**src/rtl/wb_write_arbiter.sv**
```systemverilog
// Write-back arbiter: merges ALU results and FIFO-buffered load returns onto the single register-file write port.
// Latency: ALU result reaches the write port 1 cycle after transfer; a load 2 cycles after acceptance (no bypass).
// Backpressure: lsu_ready = !full; alu_ready drops only when the starvation limit forces the FIFO head through.
module wb_write_arbiter #(
   parameter int DEPTH        = 4,
   parameter int STARVE_LIMIT = 3
) (
   input  logic        clk,
   input  logic        rst_n,
   input  logic        alu_valid,
   input  logic [4:0]  alu_rd,
   input  logic [31:0] alu_data,
   output logic        alu_ready,
   input  logic        lsu_valid,
   input  logic [4:0]  lsu_rd,
   input  logic [31:0] lsu_data,
   output logic        lsu_ready,
   input  logic        issue_valid,
   input  logic [4:0]  issue_rd,
   input  logic [4:0]  rs1,
   input  logic [4:0]  rs2,
   output logic        rs1_busy,
   output logic        rs2_busy,
   output logic        regwrite,
   output logic [4:0]  write_reg,
   output logic [31:0] write_data
);

   localparam int AW = $clog2(DEPTH);
   localparam int CW = $clog2(STARVE_LIMIT + 1);

   // Load-return FIFO storage; entries are {rd, data}
   logic [36:0]   mem [DEPTH];
   logic [AW:0]   wptr;
   logic [AW:0]   rptr;
   logic          full;
   logic          empty;
   logic          push;
   logic          pop;
   logic          alu_xfer;
   logic [4:0]    head_rd;
   logic [31:0]   head_data;

   logic [CW-1:0] starve_cnt;
   logic          starve_stall;

   // Bit 0 (x0) is kept at zero so busy lookups need no special case
   logic [31:0]   pending;
   logic [31:0]   pending_next;

   // Full when the pointers address the same slot on different laps
   assign empty = (wptr == rptr);
   assign full  = (wptr[AW] != rptr[AW]) && (wptr[AW-1:0] == rptr[AW-1:0]);

   assign {head_rd, head_data} = mem[rptr[AW-1:0]];

   assign starve_stall = (starve_cnt == CW'(STARVE_LIMIT));

   // Ready outputs depend only on registered state, never on the valids
   assign lsu_ready = !full;
   assign alu_ready = !(starve_stall && !empty);

   assign push     = lsu_valid && lsu_ready;
   assign alu_xfer = alu_valid && alu_ready;
   // While starving, alu_ready is low so alu_xfer is already 0; a non-empty FIFO
   // therefore pops whenever the ALU did not win this cycle.
   assign pop      = !empty && !alu_xfer;

   assign rs1_busy = pending[rs1];
   assign rs2_busy = pending[rs2];

   // FIFO payload write; storage needs no reset since pointers gate visibility
   always_ff @(posedge clk) begin
      if (push) begin
         mem[wptr[AW-1:0]] <= {lsu_rd, lsu_data};
      end
   end

   // FIFO pointers advance on accepted pushes and arbitrated pops
   always_ff @(posedge clk or negedge rst_n) begin
      if (!rst_n) begin
         wptr <= '0;
         rptr <= '0;
      end else begin
         if (push) wptr <= wptr + 1'b1;
         if (pop)  rptr <= rptr + 1'b1;
      end
   end

   // Count consecutive ALU wins over a waiting load; any pop or empty FIFO clears it
   always_ff @(posedge clk or negedge rst_n) begin
      if (!rst_n) begin
         starve_cnt <= '0;
      end else if (alu_xfer && !empty) begin
         starve_cnt <= starve_cnt + 1'b1;
      end else begin
         starve_cnt <= '0;
      end
   end

   // Scoreboard update: clear on load write-back, then set on issue so set wins
   always_comb begin
      pending_next = pending;
      if (pop && (head_rd != 5'd0)) begin
         pending_next[head_rd] = 1'b0;
      end
      if (issue_valid && (issue_rd != 5'd0)) begin
         pending_next[issue_rd] = 1'b1;
      end
      pending_next[0] = 1'b0;
   end

   // Scoreboard register
   always_ff @(posedge clk or negedge rst_n) begin
      if (!rst_n) begin
         pending <= '0;
      end else begin
         pending <= pending_next;
      end
   end

   // Registered write port; x0 destinations consume the source without writing
   always_ff @(posedge clk or negedge rst_n) begin
      if (!rst_n) begin
         regwrite   <= 1'b0;
         write_reg  <= '0;
         write_data <= '0;
      end else if (pop) begin
         regwrite   <= (head_rd != 5'd0);
         write_reg  <= head_rd;
         write_data <= head_data;
      end else if (alu_xfer) begin
         regwrite   <= (alu_rd != 5'd0);
         write_reg  <= alu_rd;
         write_data <= alu_data;
      end else begin
         regwrite   <= 1'b0;
      end
   end

endmodule

```
**config.mk**
```make
export PLATFORM = sky130hd
export DESIGN_NAME = wb_write_arbiter
export DESIGN_NICKNAME = d
export VERILOG_FILES = /design/src/rtl/wb_write_arbiter.sv
export SDC_FILE = /design/constraint.sdc
export NUM_CORES = 1
export LEC_CHECK = 0
export CAP_MARGIN = 20
export CORE_ASPECT_RATIO = 1.25
export CORE_MARGIN = 4
export CORE_UTILIZATION = 55
export CTS_BUF_LIST = sky130_fd_sc_hd__clkbuf_16
export DETAILED_ROUTE_END_ITERATION = 8
export HOLD_SLACK_MARGIN = 0.1
export PLACE_DENSITY = 0.86
export SLEW_MARGIN = 10
export SYNTH_ARGS = -nofsm -noshare
export SYNTH_HDL_FRONTEND = slang
export SYNTH_SLANG_ARGS = --single-unit
```
**constraint.sdc**
```tcl
create_clock -name clk -period 4.89 [get_ports clk]
set_input_delay 1.2225 -clock clk [delete_from_list [all_inputs] [get_ports clk]]
set_output_delay 1.2225 -clock clk [all_outputs]
set_load 0.05 [all_outputs]
```
**Yosys cells after proc, flatten, opt, wreduce, memory -nomap -nowiden**

Memories as Yosys holds them, arrays and structs flattened.
Cells that the tools add are included.

- Multiplexer cells: 19
- Equal/unequal tests: 4
- Add/subtract/negate cells: 3
- Bitwise operators: 3
- Reduce and logical (&&, ||, !) cells: 18
- $lt $le $gt $ge: 6

Operator list:

| operator | number |
|---|---|
| $mux 32 | 4 |
| $and 32x32->32 | 1 |
| $not 32->32 | 1 |
| $or 32x32->32 | 1 |
| $lt 5x6->1 const B | 4 |
| $reduce_bool 5->1 | 3 |
| $bmux 1 s5 | 2 |
| $demux 1 s5 | 2 |
| $ge 5x1->1 const B | 2 |
| $logic_and 1x1->1 | 10 |
| $mux 5 | 2 |
| $mux 1 | 8 |
| $add 3x1->3 const B | 2 |
| $logic_not 1->1 | 4 |
| $eq 3x3->1 | 1 |
| $add 2x1->2 const B | 1 |
| $eq 2x2->1 | 1 |
| $eq 2x2->1 const B | 1 |
| $mux 2 | 1 |
| $reduce_bool 2->1 | 1 |
| $ne 1x1->1 | 1 |

- RAM bits: 148
- Register bits after elaboration: 77
- Word-level logic and storage cells: 61
- Output and inout bits: 42
- Memories: 1
- Input port bits: 94

Memory list:

| name | depth | bits a word | read ports | clocked after Yosys merged registers in | write ports | RTL line | source |
|---|---|---|---|---|---|---|---|
| mem | 4 | 37 | 1 | 0 | 1 | 33 | `logic [36:0] mem [DEPTH];` |

**Longest topological paths before layout**

- Word-level depth: 11
- Mapped depth: 8
- Gate-level depth less buffers: 5

**Least setup slack after synthesis**

OpenSTA, ideal clock, no wires.

- Path type: input-to-output
- Start point: input rs1[1]
- End point: output rs1_busy
- Data required time: 3.668 ns
- Buffers on the path: 1
- Arrival time: 3.037 ns
- Slack: 0.630 ns
- Stages: 5
- Cell sequence: clkbuf_1 -> mux2_2 -> a221oi_1 -> a2111oi_0 -> or4_1

- Word-level cells in the longest chain between the ends: 2

Ends and longest elaborated chain:

| item | RTL line | source |
|---|---|---|
| start, declared | 20 | `input logic [4:0] rs1,` |
| $bmux 1 s5 | 69 | `assign rs1_busy = pending[rs1];` |
| $mux 1 (implied by the code) | 69 |  |
| end, declared | 22 | `output logic rs1_busy,` |

No other way between the ends. The select of a mux whose other input is x is not followed.

**Worst setup path in the final report**

Ends and elaborated chain as after synthesis.

==> results.sh <==
export IMPL_status="completed"
export IMPL_clock_skew_ps=6.812
export IMPL_period_needed_ps=4732
export IMPL_whs_path_depth=1
export IMPL_slew_headroom_pct=18.49
export IMPL_crit_buf_inv=2
export IMPL_worstHoldEndpoint="starve_cnt[0]$_DFF_PN0_"
export IMPL_cts_inserted_buffers=22
export IMPL_rsz0062_at_grt="false"
export IMPL_vias=5821
export IMPL_ys_seq_area_share_pct=66.34
export IMPL_antenna_found_initial=0
export IMPL_numClockSinks=225
export IMPL_drv_slew=0
export IMPL_intPower_mw=4.840
export IMPL_cts_resized=0
export IMPL_cts_hold_buffers=0
export IMPL_p_switching_mw=2.926
export IMPL_slowest_stage="clkdlybuf4s50_1"
export IMPL_antenna_cells=0
export IMPL_critPathLaunchType="input pin"
export IMPL_final_area_mm2=0.01186
export IMPL_worst_slew_pin_slew_ps=1220
export IMPL_crit_path_end_kind="output port"
export IMPL_post_cts_buffers=0
export IMPL_overflow=0
export IMPL_path_clk_slew_ps=60
export IMPL_track_usage_pct=22.27
export IMPL_synth_cell_type_count=44
export IMPL_fp_dieH_um=155.7
export IMPL_syn_nets=712
export IMPL_wire_per_inst_um=21.88
export IMPL_drc=0
export IMPL_htreeDepth=1
export IMPL_fin_ws_ps=158.0
export IMPL_setup_viol=0
export IMPL_final_nets=844
export IMPL_seqPwrFrac_pct=38.5
export IMPL_leakagePower_nw=4.302
export IMPL_insertion_delay_ps=490
export IMPL_ir_drop_mv=0.5154
export IMPL_clkPwrFrac_pct=20.4
export IMPL_fp_dieW_um=126.2
export IMPL_reg2regPathDepth=6
export IMPL_r2r_start="rptr[0]$_DFFE_PN0P_"
export IMPL_rr_endpoint="write_data[22]$_DFFE_PN0P_"
export IMPL_tns_ps=0
export IMPL_netlist_area_mm2=0.009604
export IMPL_coreArea_mm2=0.01698
export IMPL_largest_reg_flops=148
export IMPL_gp_congestion=0.9102
export IMPL_power_density_mw_per_mm2=655.0
export IMPL_portBuffers=135
export IMPL_drt_pass1_iter_count=4
export IMPL_worst_setup_path_type="input pin to output port"
export IMPL_drive_gt1_share_pct=15.79
export IMPL_start_util_pct=56.57
export IMPL_area_growth_syn_to_layout_pct=23.45
export IMPL_cts_root_buf="clkbuf_16"
export IMPL_rows=53
export IMPL_swShare_pct=37.67
export IMPL_dieArea_mm2=0.01965
export IMPL_required_ps=3670
export IMPL_hp_class="register to register"
export IMPL_crit_path_max_incr_delay_ps=770
export IMPL_power_frac_comb_pct=41.0
export IMPL_wirelength_um=21440
export IMPL_maxCapViolCount=0
export IMPL_r2r_setup_slack_ps=2110
export IMPL_syn_avg_cell_area_um2=15.69
export IMPL_cp_cell_sequence="clkdlybuf4s50_1 -> mux2_2 -> a221oi_1 -> a2111oi_0 -> or4_1 -> buf_4"
export IMPL_synth_cells=612
export IMPL_dp_hpwl_um=14470
export IMPL_io_pins=136
export IMPL_cts_tree="built"
export IMPL_dp_cells=939
export IMPL_dpl_cell_area_mm2=0.01114
export IMPL_viasPerCell=5.940
export IMPL_fmax_mhz=211.3
export IMPL_finalHoldViolCount=0
export IMPL_synth_seq_cells=225
export IMPL_grt_pass1_wl_um=34710
export IMPL_antenna_left=0
export IMPL_cp_max_fo=9
export IMPL_drt_iter0_drc=510
export IMPL_min_from="starve_cnt[0]$_DFF_PN0_"
export IMPL_cts_buffer_depth=3
export IMPL_critical_path_top_delay_family="buffers and inverters"
export IMPL_synth_warning_count=0
export IMPL_final_cells=980
export IMPL_post_route_util_pct=69.84
export IMPL_grt_max_degree=78
export IMPL_period_share_pct=96.77
export IMPL_critical_path_arrival_ps=3510
export IMPL_dpl_worst_slack_ps=143.7
export IMPL_grt_pass1_vias=6403
area by class of cell:
cell class | count | area, µm²
flip-flops and latches | 225 | 6374
fillers | 1143 | 5120
multi-input cells | 350 | 3082
repair buffers | 141 | 1421
clock buffers | 23 | 575.6
well taps | 220 | 275.3
clock inverters | 17 | 113.9
inverters | 4 | 15.01
metal layers:
metal | vias up | routed length (µm) | track usage, %
met5 | - | 0 | 0
met4 | 0 | 522 | 6.387
met3 | 44 | 1467 | 4.966
met2 | 206 | 11280 | 39.41
met1 | 2934 | 8164 | 27.80
li1 | 2637 | - | -
worst max path at each step:
stage,endpoint,cells after the start,startpoint
2_1_floorplan,rs1_busy,5,rs1[1]
3_3_place_gp,rs2_busy,6,rs2[1]
3_5_place_dp,rs1_busy,6,rs1[1]
4_1_cts,rs1_busy,6,rs1[1]
5_1_grt,rs2_busy,6,rs2[1]
6_report,rs1_busy,6,rs1[1]
synthesized netlist by cell type, drive strengths merged:
| library cell | n | share of area [%] |
|---|---|---|
| edfxtp | 148 | 46 |
| nand2 | 105 | 4.1 |
| dfrtp | 77 | 20 |
| mux4 | 51 | 12 |
| o21ai | 35 | 1.8 |
| mux2i | 32 | 3.3 |
| o31ai | 32 | 2.5 |
| clkbuf | 21 | 0.82 |
| buf | 12 | 0.90 |
| mux2 | 7 | 0.82 |
| ha | 6 | 0.78 |
| or2 | 6 | 0.39 |
| xnor2 | 6 | 0.55 |
| nand3 | 5 | 0.26 |
| nand3b | 5 | 0.39 |
| nor2 | 5 | 0.20 |
| nor2b | 5 | 0.33 |
| o221a | 5 | 0.59 |
| and2 | 4 | 0.26 |
| inv | 4 | 0.16 |
| nand4 | 4 | 0.26 |
| nor3b | 4 | 0.31 |
| xor2 | 4 | 0.36 |
| and3 | 3 | 0.20 |
| or3b | 3 | 0.27 |
| or4 | 3 | 0.23 |
| a2111oi | 2 | 0.18 |
| a221oi | 2 | 0.18 |
| and3b | 2 | 0.18 |
| and4b | 2 | 0.21 |
| nand2b | 2 | 0.13 |
| nand4b | 2 | 0.18 |
| nor4bb | 2 | 0.21 |
| a31o | 1 | 0.091 |
| a31oi | 1 | 0.065 |
| nor3 | 1 | 0.052 |
| nor4 | 1 | 0.13 |
| o31a | 1 | 0.091 |
| or3 | 1 | 0.12 |
logic make-up after synthesis:
| family | Yosys count | synth area share [%] |
|---|---|---|
| mux | 90 | 16.15 |
| buf+inv | 37 | 1.876 |
| flops | 225 | 66.34 |
| xor+xnor | 10 | 0.9119 |
| simple gates | 165 | 8.416 |
| fa+ha+maj | 6 | 0.7816 |
| compound gates | 79 | 5.524 |
power by group through the flow:
stage / clock [mW] / combinational [mW] / sequential, mW
global route: 1.72 / 3.42 / 3.05
detailed placement: 0 / 3.19 / 3.03
global placement: 0 / 3.10 / 2.97
CTS: 1.62 / 3.22 / 3.00
finish: 1.59 / 3.19 / 2.99
floorplan: 0 / 1.70 / 3.48
layout by cell type (no fill, tap or decap), drive strengths merged, types with 7 or more instances in the layout:
cell / count
buf: 9
clkinv: 8
clkdlybuf4s50: 132
mux2: 7
mux4: 51
dfrtp: 77
edfxtp: 148
o21ai: 35
mux2i: 32
clkbuf: 23
inv: 10
nand2: 105
o31ai: 32
metrics by stage:
stage / hold slack [ps] / power [mW]
floorplan: 406.8 / 5.178
detailed placement: 441.0 / 6.217
global placement: 416.1 / 6.071
global route: 451.2 / 8.190
CTS: 449.8 / 7.828
finish: 451.3 / 7.766
No activity file was read; power rests on OpenSTA's default activity.
